### src/rtl/req_ack_pkg.sv
// Shared types and default sizing for the req/ack pulse-handshake blocks.
package req_ack_pkg;

    typedef enum logic [2:0] {
        ST_IDLE,
        ST_REQ,
        ST_WAIT,
        ST_GAP,
        ST_DONE
    } req_state_t;

    localparam int REQ_CNT_W   = 8;
    localparam int REQ_LAT_W   = 4;
    localparam int REQ_MAX_LAT = 8;
    localparam int REQ_GAP_W   = 4;

endpackage

### src/rtl/lat_timer.sv
// Loadable latency counter that stops at MAX_LAT and flags when it gets there.
module lat_timer
    import req_ack_pkg::*;
#(
    parameter int LAT_W   = REQ_LAT_W,
    parameter int MAX_LAT = REQ_MAX_LAT
) (
    input  logic             clk,
    input  logic             rst,
    input  logic             load,
    input  logic [LAT_W-1:0] load_val,
    input  logic             en,
    output logic [LAT_W-1:0] q,
    output logic             expired
);

    // Holding at MAX_LAT keeps the count from ever wrapping.
    assign expired = (q == LAT_W'(MAX_LAT));

    // NOTE: sequential state uses non-blocking assignments so every register
    // sees the pre-edge values of the others, exactly like real flops.
    always_ff @(posedge clk) begin
        if (rst) begin
            q <= '0;
        end else if (load) begin
            q <= load_val;
        end else if (en && !expired) begin
            q <= q + LAT_W'(1);
        end
    end

endmodule

### src/rtl/req_initiator.sv
// Initiator for the req/ack pulse handshake: issues a burst of req pulses,
// waits for each ack, and keeps latency statistics plus sticky error flags.
module req_initiator
    import req_ack_pkg::*;
#(
    parameter int CNT_W   = REQ_CNT_W,
    parameter int LAT_W   = REQ_LAT_W,
    parameter int MAX_LAT = REQ_MAX_LAT
) (
    input  logic                 clk,
    input  logic                 rst,
    input  logic                 start,
    input  logic [CNT_W-1:0]     num_req,
    input  logic [REQ_GAP_W-1:0] gap,
    input  logic                 ack,
    output logic                 req,
    output logic                 busy,
    output logic                 done,
    output logic                 timeout,
    output logic                 spurious,
    output logic [CNT_W-1:0]     ack_cnt,
    output logic [LAT_W-1:0]     lat_last,
    output logic [LAT_W-1:0]     lat_max
);

    req_state_t           state;
    logic [CNT_W-1:0]     num_q;
    logic [REQ_GAP_W-1:0] gap_q;
    logic [REQ_GAP_W-1:0] gap_cnt;

    logic [LAT_W-1:0]     lat;
    logic                 lat_expired;
    logic                 last_ack;
    logic [CNT_W-1:0]     ack_cnt_inc;

    lat_timer #(
        .LAT_W   (LAT_W),
        .MAX_LAT (MAX_LAT)
    ) u_lat_timer (
        .clk      (clk),
        .rst      (rst),
        .load     (state == ST_REQ),
        .load_val (LAT_W'(1)),
        .en       (state == ST_WAIT),
        .q        (lat),
        .expired  (lat_expired)
    );

    // Widened compare so a full all-ones burst still terminates.
    assign last_ack    = ({1'b0, ack_cnt} + (CNT_W+1)'(1)) == {1'b0, num_q};
    assign ack_cnt_inc = (&ack_cnt) ? ack_cnt : ack_cnt + CNT_W'(1);

    always_ff @(posedge clk) begin
        if (rst) begin
            state    <= ST_IDLE;
            num_q    <= '0;
            gap_q    <= '0;
            gap_cnt  <= '0;
            req      <= 1'b0;
            busy     <= 1'b0;
            done     <= 1'b0;
            timeout  <= 1'b0;
            spurious <= 1'b0;
            ack_cnt  <= '0;
            lat_last <= '0;
            lat_max  <= '0;
        end else begin
            // NOTE: pulse outputs default low each edge; the states below only
            // raise them, so no branch can leave a stale value behind.
            req  <= 1'b0;
            done <= 1'b0;

            if (ack && state != ST_WAIT) begin
                spurious <= 1'b1;
            end

            case (state)
                ST_IDLE: begin
                    if (start) begin
                        num_q    <= num_req;
                        gap_q    <= gap;
                        ack_cnt  <= '0;
                        lat_last <= '0;
                        lat_max  <= '0;
                        timeout  <= 1'b0;
                        spurious <= ack;
                        busy     <= 1'b1;
                        if (num_req == '0) begin
                            state <= ST_DONE;
                        end else begin
                            state <= ST_REQ;
                            req   <= 1'b1;
                        end
                    end
                end

                ST_REQ: begin
                    state <= ST_WAIT;
                end

                ST_WAIT: begin
                    if (ack) begin
                        lat_last <= lat;
                        lat_max  <= (lat > lat_max) ? lat : lat_max;
                        ack_cnt  <= ack_cnt_inc;
                        if (last_ack) begin
                            state <= ST_DONE;
                            done  <= 1'b1;
                            busy  <= 1'b0;
                        end else if (gap_q == '0) begin
                            state <= ST_REQ;
                            req   <= 1'b1;
                        end else begin
                            state   <= ST_GAP;
                            gap_cnt <= gap_q - REQ_GAP_W'(1);
                        end
                    end else if (lat_expired) begin
                        timeout <= 1'b1;
                        state   <= ST_DONE;
                        done    <= 1'b1;
                        busy    <= 1'b0;
                    end
                end

                ST_GAP: begin
                    if (gap_cnt == '0) begin
                        state <= ST_REQ;
                        req   <= 1'b1;
                    end else begin
                        gap_cnt <= gap_cnt - REQ_GAP_W'(1);
                    end
                end

                ST_DONE: begin
                    // Normal bursts raised done on entry; an empty burst arrives
                    // with done low and emits its single pulse on the way out.
                    done  <= ~done;
                    busy  <= 1'b0;
                    state <= ST_IDLE;
                end

                default: begin
                    state <= ST_IDLE;
                end
            endcase
        end
    end

endmodule

### config.mk
export PLATFORM = sky130hd
export DESIGN_NAME = req_initiator
export DESIGN_NICKNAME = d
export VERILOG_FILES = /design/src/rtl/req_ack_pkg.sv /design/src/rtl/lat_timer.sv /design/src/rtl/req_initiator.sv
export SDC_FILE = /design/constraint.sdc
export NUM_CORES = 1
export LEC_CHECK = 0
export ABC_AREA = 1
export BUFFER_PORTS_ARGS = -buffer_cell sky130_fd_sc_hd__buf_2
export CELL_PAD_IN_SITES_DETAIL_PLACEMENT = 1
export CELL_PAD_IN_SITES_GLOBAL_PLACEMENT = 1
export CORE_MARGIN = 5
export CORE_UTILIZATION = 43
export DETAILED_ROUTE_END_ITERATION = 7
export GPL_ROUTABILITY_DRIVEN = 0
export PLACE_DENSITY_LB_ADDON = 0.05
export SLEW_MARGIN = 5
export SYNTH_ARGS = -nofsm -noshare
export SYNTH_HDL_FRONTEND = slang
export SYNTH_SLANG_ARGS = --single-unit
### constraint.sdc
create_clock -name clk -period 5.1 [get_ports clk]
set_input_delay 0.51 -clock clk [delete_from_list [all_inputs] [get_ports clk]]
set_output_delay 0.51 -clock clk [all_outputs]
set_load 0.005 [all_outputs]
* Word-level counts from Yosys, hierarchy flattened
Cells that the tools add are included.
** Operators by class
- Add/sub/neg operators :: 5
- $mul :: 0
- Divide/modulo/power cells :: 0
- Magnitude comparators :: 1
- Eq/ne operators :: 19
- Shift-type cells :: 0
- Multiplexer cells :: 48
- Bitwise operators :: 1
- Reductions and logical operators :: 21
** Operators by type and width (count)
- 2-to-1 mux 4 bit :: 8
- 2-to-1 mux 8 bit :: 3
- case mux 4 bit (2 select lines) :: 3
- 2-to-1 mux 1 bit :: 21
- != test 2 bit, second input constant :: 10
- 2-to-1 mux 3 bit :: 6
- case mux 8 bit (2 select lines) :: 1
- AND reduction 4 bit :: 4
- case mux 3 bit (4 select lines) :: 1
- adder 8 x 1 -> 9 bit, second input constant :: 1
- == test 9 x 8 -> 1 bit :: 1
- adder 8 x 1 -> 8 bit, second input constant :: 1
- zero test 4 bit :: 2
- zero test 8 bit :: 1
- AND reduction 8 bit :: 1
- subtractor 4 x 1 -> 4 bit, second input constant :: 2
- == test 3 x 2 -> 1 bit, second input constant :: 2
- != test 3 bit, second input constant :: 2
- case mux 1 bit (3 select lines) :: 2
- AND reduction 3 bit :: 2
- nonzero test 2 bit :: 3
- AND reduction 5 bit :: 1
- adder 4 x 1 -> 4 bit, second input constant :: 1
- == test 4 bit, second input constant :: 1
- 13 further kinds :: 15
** Word-level totals
- Flip-flop bits (word level) :: 44
- Bits in latches :: 0
- Memory bits (writable) :: 0
- Bits in read-only memories :: 0
- Input port bits :: 16
- Memories kept :: 0

* Depth between registers and ports, before layout
- Word-level depth :: 5
- Gate-level depth with buffers :: 17
- Mapped depth without buffers :: 17

* By module
Synthesis repeated with hierarchy kept, for this count alone.
** Second synthesis, totals
- Cells, all modules :: 387
- Area, all modules :: 2617.5 sq um
** Modules (own cells, without submodules)
- req_initiator :: instances 1, cells each 344, area each 2326.0 sq um, sequential area each 800.8 sq um
- lat_timer :: instances 1, cells each 43, area each 291.5 sq um, sequential area each 80.1 sq um

* Worst setup path after synthesis
No wires, ideal clock.
- Kind :: reg2reg
- From :: register ack_cnt[0]
- To :: register gap_cnt[1]
- Setup time :: 0.113 ns
- Data arrival time :: 1.544 ns
- Slack :: 3.443 ns
- Cell stages (with the launch flop) :: 17
- Buffers on the path :: 0
- Cell sequence :: dfxtp_1 ha_1 nand2_1 nor2_1 nand2_1 nand3_1 nand2_1 nand3_1 nor2_1 nand2_1 nand2_2 nand2_4 nand2_4 inv_2 nand2_2 nand2_1 nor2_1
** Between the ends
- Cells in the longest elaborated chain, start to end :: 4
** RTL lines
- start: declaration :: line req_initiator.sv:21 : output logic [CNT_W-1:0] ack_cnt,
- start signal: assignment :: line req_initiator.sv:105 : ack_cnt <= ack_cnt_inc;
- adder 8 x 1 -> 9 bit :: line req_initiator.sv:50 : assign last_ack = ({1'b0, ack_cnt} + (CNT_W+1)'(1)) == {1'b0, num_q};
- == test 9 x 8 -> 1 bit :: line req_initiator.sv:50
- != test 2 bit (no line)
- AND reduction 5 bit (no line)
- end signal: assignment :: line req_initiator.sv:115 : gap_cnt <= gap_q - REQ_GAP_W'(1);
- end signal: assignment :: line req_initiator.sv:130 : gap_cnt <= gap_cnt - REQ_GAP_W'(1);
- end: declaration :: line req_initiator.sv:29 : logic [REQ_GAP_W-1:0] gap_cnt;
No other way between the ends.
A chain may end at the register's enable or synchronous reset.

* Final worst setup path
- From :: register state[0]
- To :: register lat_last[2]
** Between the ends
- Cells in the longest elaborated chain, start to end :: 3
- Elaborated cells between the ends (all ways) :: 7
** RTL lines
- start: declaration :: line req_initiator.sv:26 : req_state_t state;
- start signal: assignment :: line req_initiator.sv:55 : state <= ST_IDLE;
- start signal: assignment :: line req_initiator.sv:89 : state <= ST_DONE;
- start signal: assignment :: line req_initiator.sv:91 : state <= ST_REQ;
- == test 3 x 2 -> 1 bit or zero test 3 bit (tied branches) :: line req_initiator.sv:77 : case (state)
- != test 2 bit (no line) or nonzero test 2 bit (tied branches)
- AND reduction 3 bit (no line)
- end signal: assignment :: line req_initiator.sv:103 : lat_last <= lat;
- end: declaration :: line req_initiator.sv:22 : output logic [LAT_W-1:0] lat_last,
Parallel ways exist; a longest one is shown, timed or not.

==> run metrics <==
outcome=finished, final reports clean; hold buffer count at cts=0; clock-pin slew on the worst setup and hold paths=80 ps; grt total ovfl=0; YS warnings=0; die height=83.43 um; Final Cycle Share=41.65%; Crit-path slowest cell=inv_1; initial drt markers=90; # rows=26; htree depth=2; relative slew slack=48.63%; initial antenna violation count=0; worst-case reg-to-reg path depth=9; IO buf count=36; vias per inst=5.182; vias in the first global route=2400; hpwl dp=4815 um; Syn Area/Cell=6.759 sq um; Mapped Area=2318 sq um; Power Total=1151 uW; Netlist cell types=30; Comb pwr share=39.7%; Die X=83.43 um; skew final=1.996 ps; critical path arrival=2310 ps; worst path required time=5280 ps; post-route setup TNS=0 ps; crit path from=state[0]; non-filler cells, final=450; first-pass GRT wire length=10880 um; clk buf depth=2; wire per inst=14.02 um; fillers=712; clock root cell=clkbuf_8; Worst-Margin Slew=769.6 ps; Die ar.=6961 sq um; switching share of total power=40.32%; # IOs=37; internal reg-to-reg setup slack=2980 ps; nets=403; core area=5172 sq um; clk sink count=44; CP Capture Type=flip-flop; maximum VDD drop=0.2631 mV; dominant cells by area after synthesis=dfxtp_1 38%, nand2_1 12%, a21oi_1 8.0%; starting density of the core=44.82%; Hold Violations, Final=0; fin util=51.19%; flops & latches, synth=44; max_cap viols=0; Clock power frac=19.8%; CTS tree=yes; Tmin final=2124 ps; Levels on crit path=9; RR Endpoint=lat_last[2]; Max Fclk=0.4708 GHz; Leak=0.001205 uW; Worst setup endpoint=lat_last[2]; Synth area leader=dfxtp_1; Worst Hold Class=flip-flop to flip-flop; Worst Path Buf+Inv=3; clk_lat worst skew=290 ps; most frequent cells in the layout=76 x nand2_1, 46 x inv_1, 44 x dfxtp_1, 37 x a21oi_1, 36 x buf_2; post_cts resized=0; top cell type's share of synthesized area=37.99%; via count=2332; Final ANT Viol Nets=0; commonest non-fill, non-tap cell in the layout=nand2_1; Internal Pwr Total=686.6 uW; pwr/cell area=434.6 nW/um^2; Seq/Total Area, Yosys=37.99%; fin. max-slew vios=0; unrepaired setup endpoints after global routing=false; area delta synth->final=14.19%; total CTS buffers=5; Residual DRC=0; Crit path largest cell delay=560 ps; Startpoint Class=flip-flop; total track usage=18.61%; CP dominant cell by count=inv_1; synthesized instance count=343; DR pass1 iterations=4; # setup viols final=0; syn_nets=367; R2R Path Start=state[0]; path type of the worst setup path=flip-flop to flip-flop; Psw=464.0 uW; worst-path fanout max=29; Routed WL=6307 um; CP delay by family, top=buffers and inverters; share of power burned in registers=40.5%; antenna fix cells=0; crit-path cells=nor2_1 > inv_1 > nor2_1 > inv_1 > nor2_2 > inv_1 > nand2_1 > o21ai_0 > a21oi_1; largest net degree at the start of global routing=30; Inst Count DP=442; post-CTS setup buffers=0; layout cells sized above 1=15.00%
[kinds of logic after synthesis]
logic type                 Yosys count  synth area share (%)
AOI/OAI and AO/OA                   74                 16.95
xor gates and xnor gates             3                 1.134
adders and majority gates            8                 4.317
buffers and inverters               55                 9.012
DFF                                 44                 37.99
and+or+nand+nor                    159                 30.60
[Yosys cell counts (all sizes together)]
master / n
a211oi: 3
a21oi: 37
a22oi: 1
and2: 2
buf: 3
clkbuf: 4
dfxtp: 44
ha: 8
inv: 48
nand2: 83
nand3: 26
nand3b: 2
nand4: 2
nor2: 40
nor3: 2
nor4: 2
o21ai: 29
o21bai: 2
o22ai: 1
o31ai: 1
xnor2: 1
xor2: 2
[flip-flops by register name, summed over array words and instances (netlist names), 3 cells and up]
register       count
gap_cnt            4
num_q              8
state              3
gap_q              4
lat_max            4
lat_last           4
u_lat_timer.q      4
ack_cnt            8
[final cells by class]
cell class              instances  area [sq um]  area share [%]
repair buffers                 36         180.2           6.805
inverters                      48         180.2           6.805
well taps                      70         87.58           3.308
clock buffers                   8         90.09           3.403
multi-input cells             244          1229           46.41
flip-flops and latches         44         880.8           33.27
[routing by layer]
layer | share of wire, % | vias up | GRT usage [%]
li1 | - | 1180 | -
met1 | 46 | 1101 | 22.58
met2 | 49 | 40 | 32.65
met3 | 3.9 | 11 | 4.554
met4 | 1.5 | 0 | 5.117
met5 | 0 | - | 0
[stage by stage]
stage	hold slack, ps	cell area, sq um	worst slack [ps]
3_5_place_dp	454.4	2557	2945
3_3_place_gp	459.6	2557	3026
2_1_floorplan	439.2	2318	3443
5_1_grt	499.7	2648	2673
4_1_cts	467.1	2648	2944
6_report	462.9	2648	2976
[worst min-delay path: stages, from the launching register on]
cell and delay, ps:
dfxtp_1 310, nand2_1 60, a21oi_1 50
[power groups by stage]
stage | clock network [uW] | logic (uW) | registers (uW)
3_3_place_gp | 0 | 444 | 471
5_1_grt | 253 | 529 | 477
6_report | 227 | 457 | 466
2_1_floorplan | 0 | 338 | 467
3_5_place_dp | 0 | 457 | 474
4_1_cts | 236 | 462 | 467
[how the worst min path moves through the flow]
stage | start | end | cells past startpoint
final | spurious | spurious | 2
after global routing | spurious | spurious | 2
after CTS | spurious | spurious | 2
after detailed placement | spurious | spurious | 2
after global placement | gap_q[2] | gap_q[2] | 2
after floorplan | gap_q[1] | gap_q[1] | 2
No activity file was read; power rests on OpenSTA's default activity.
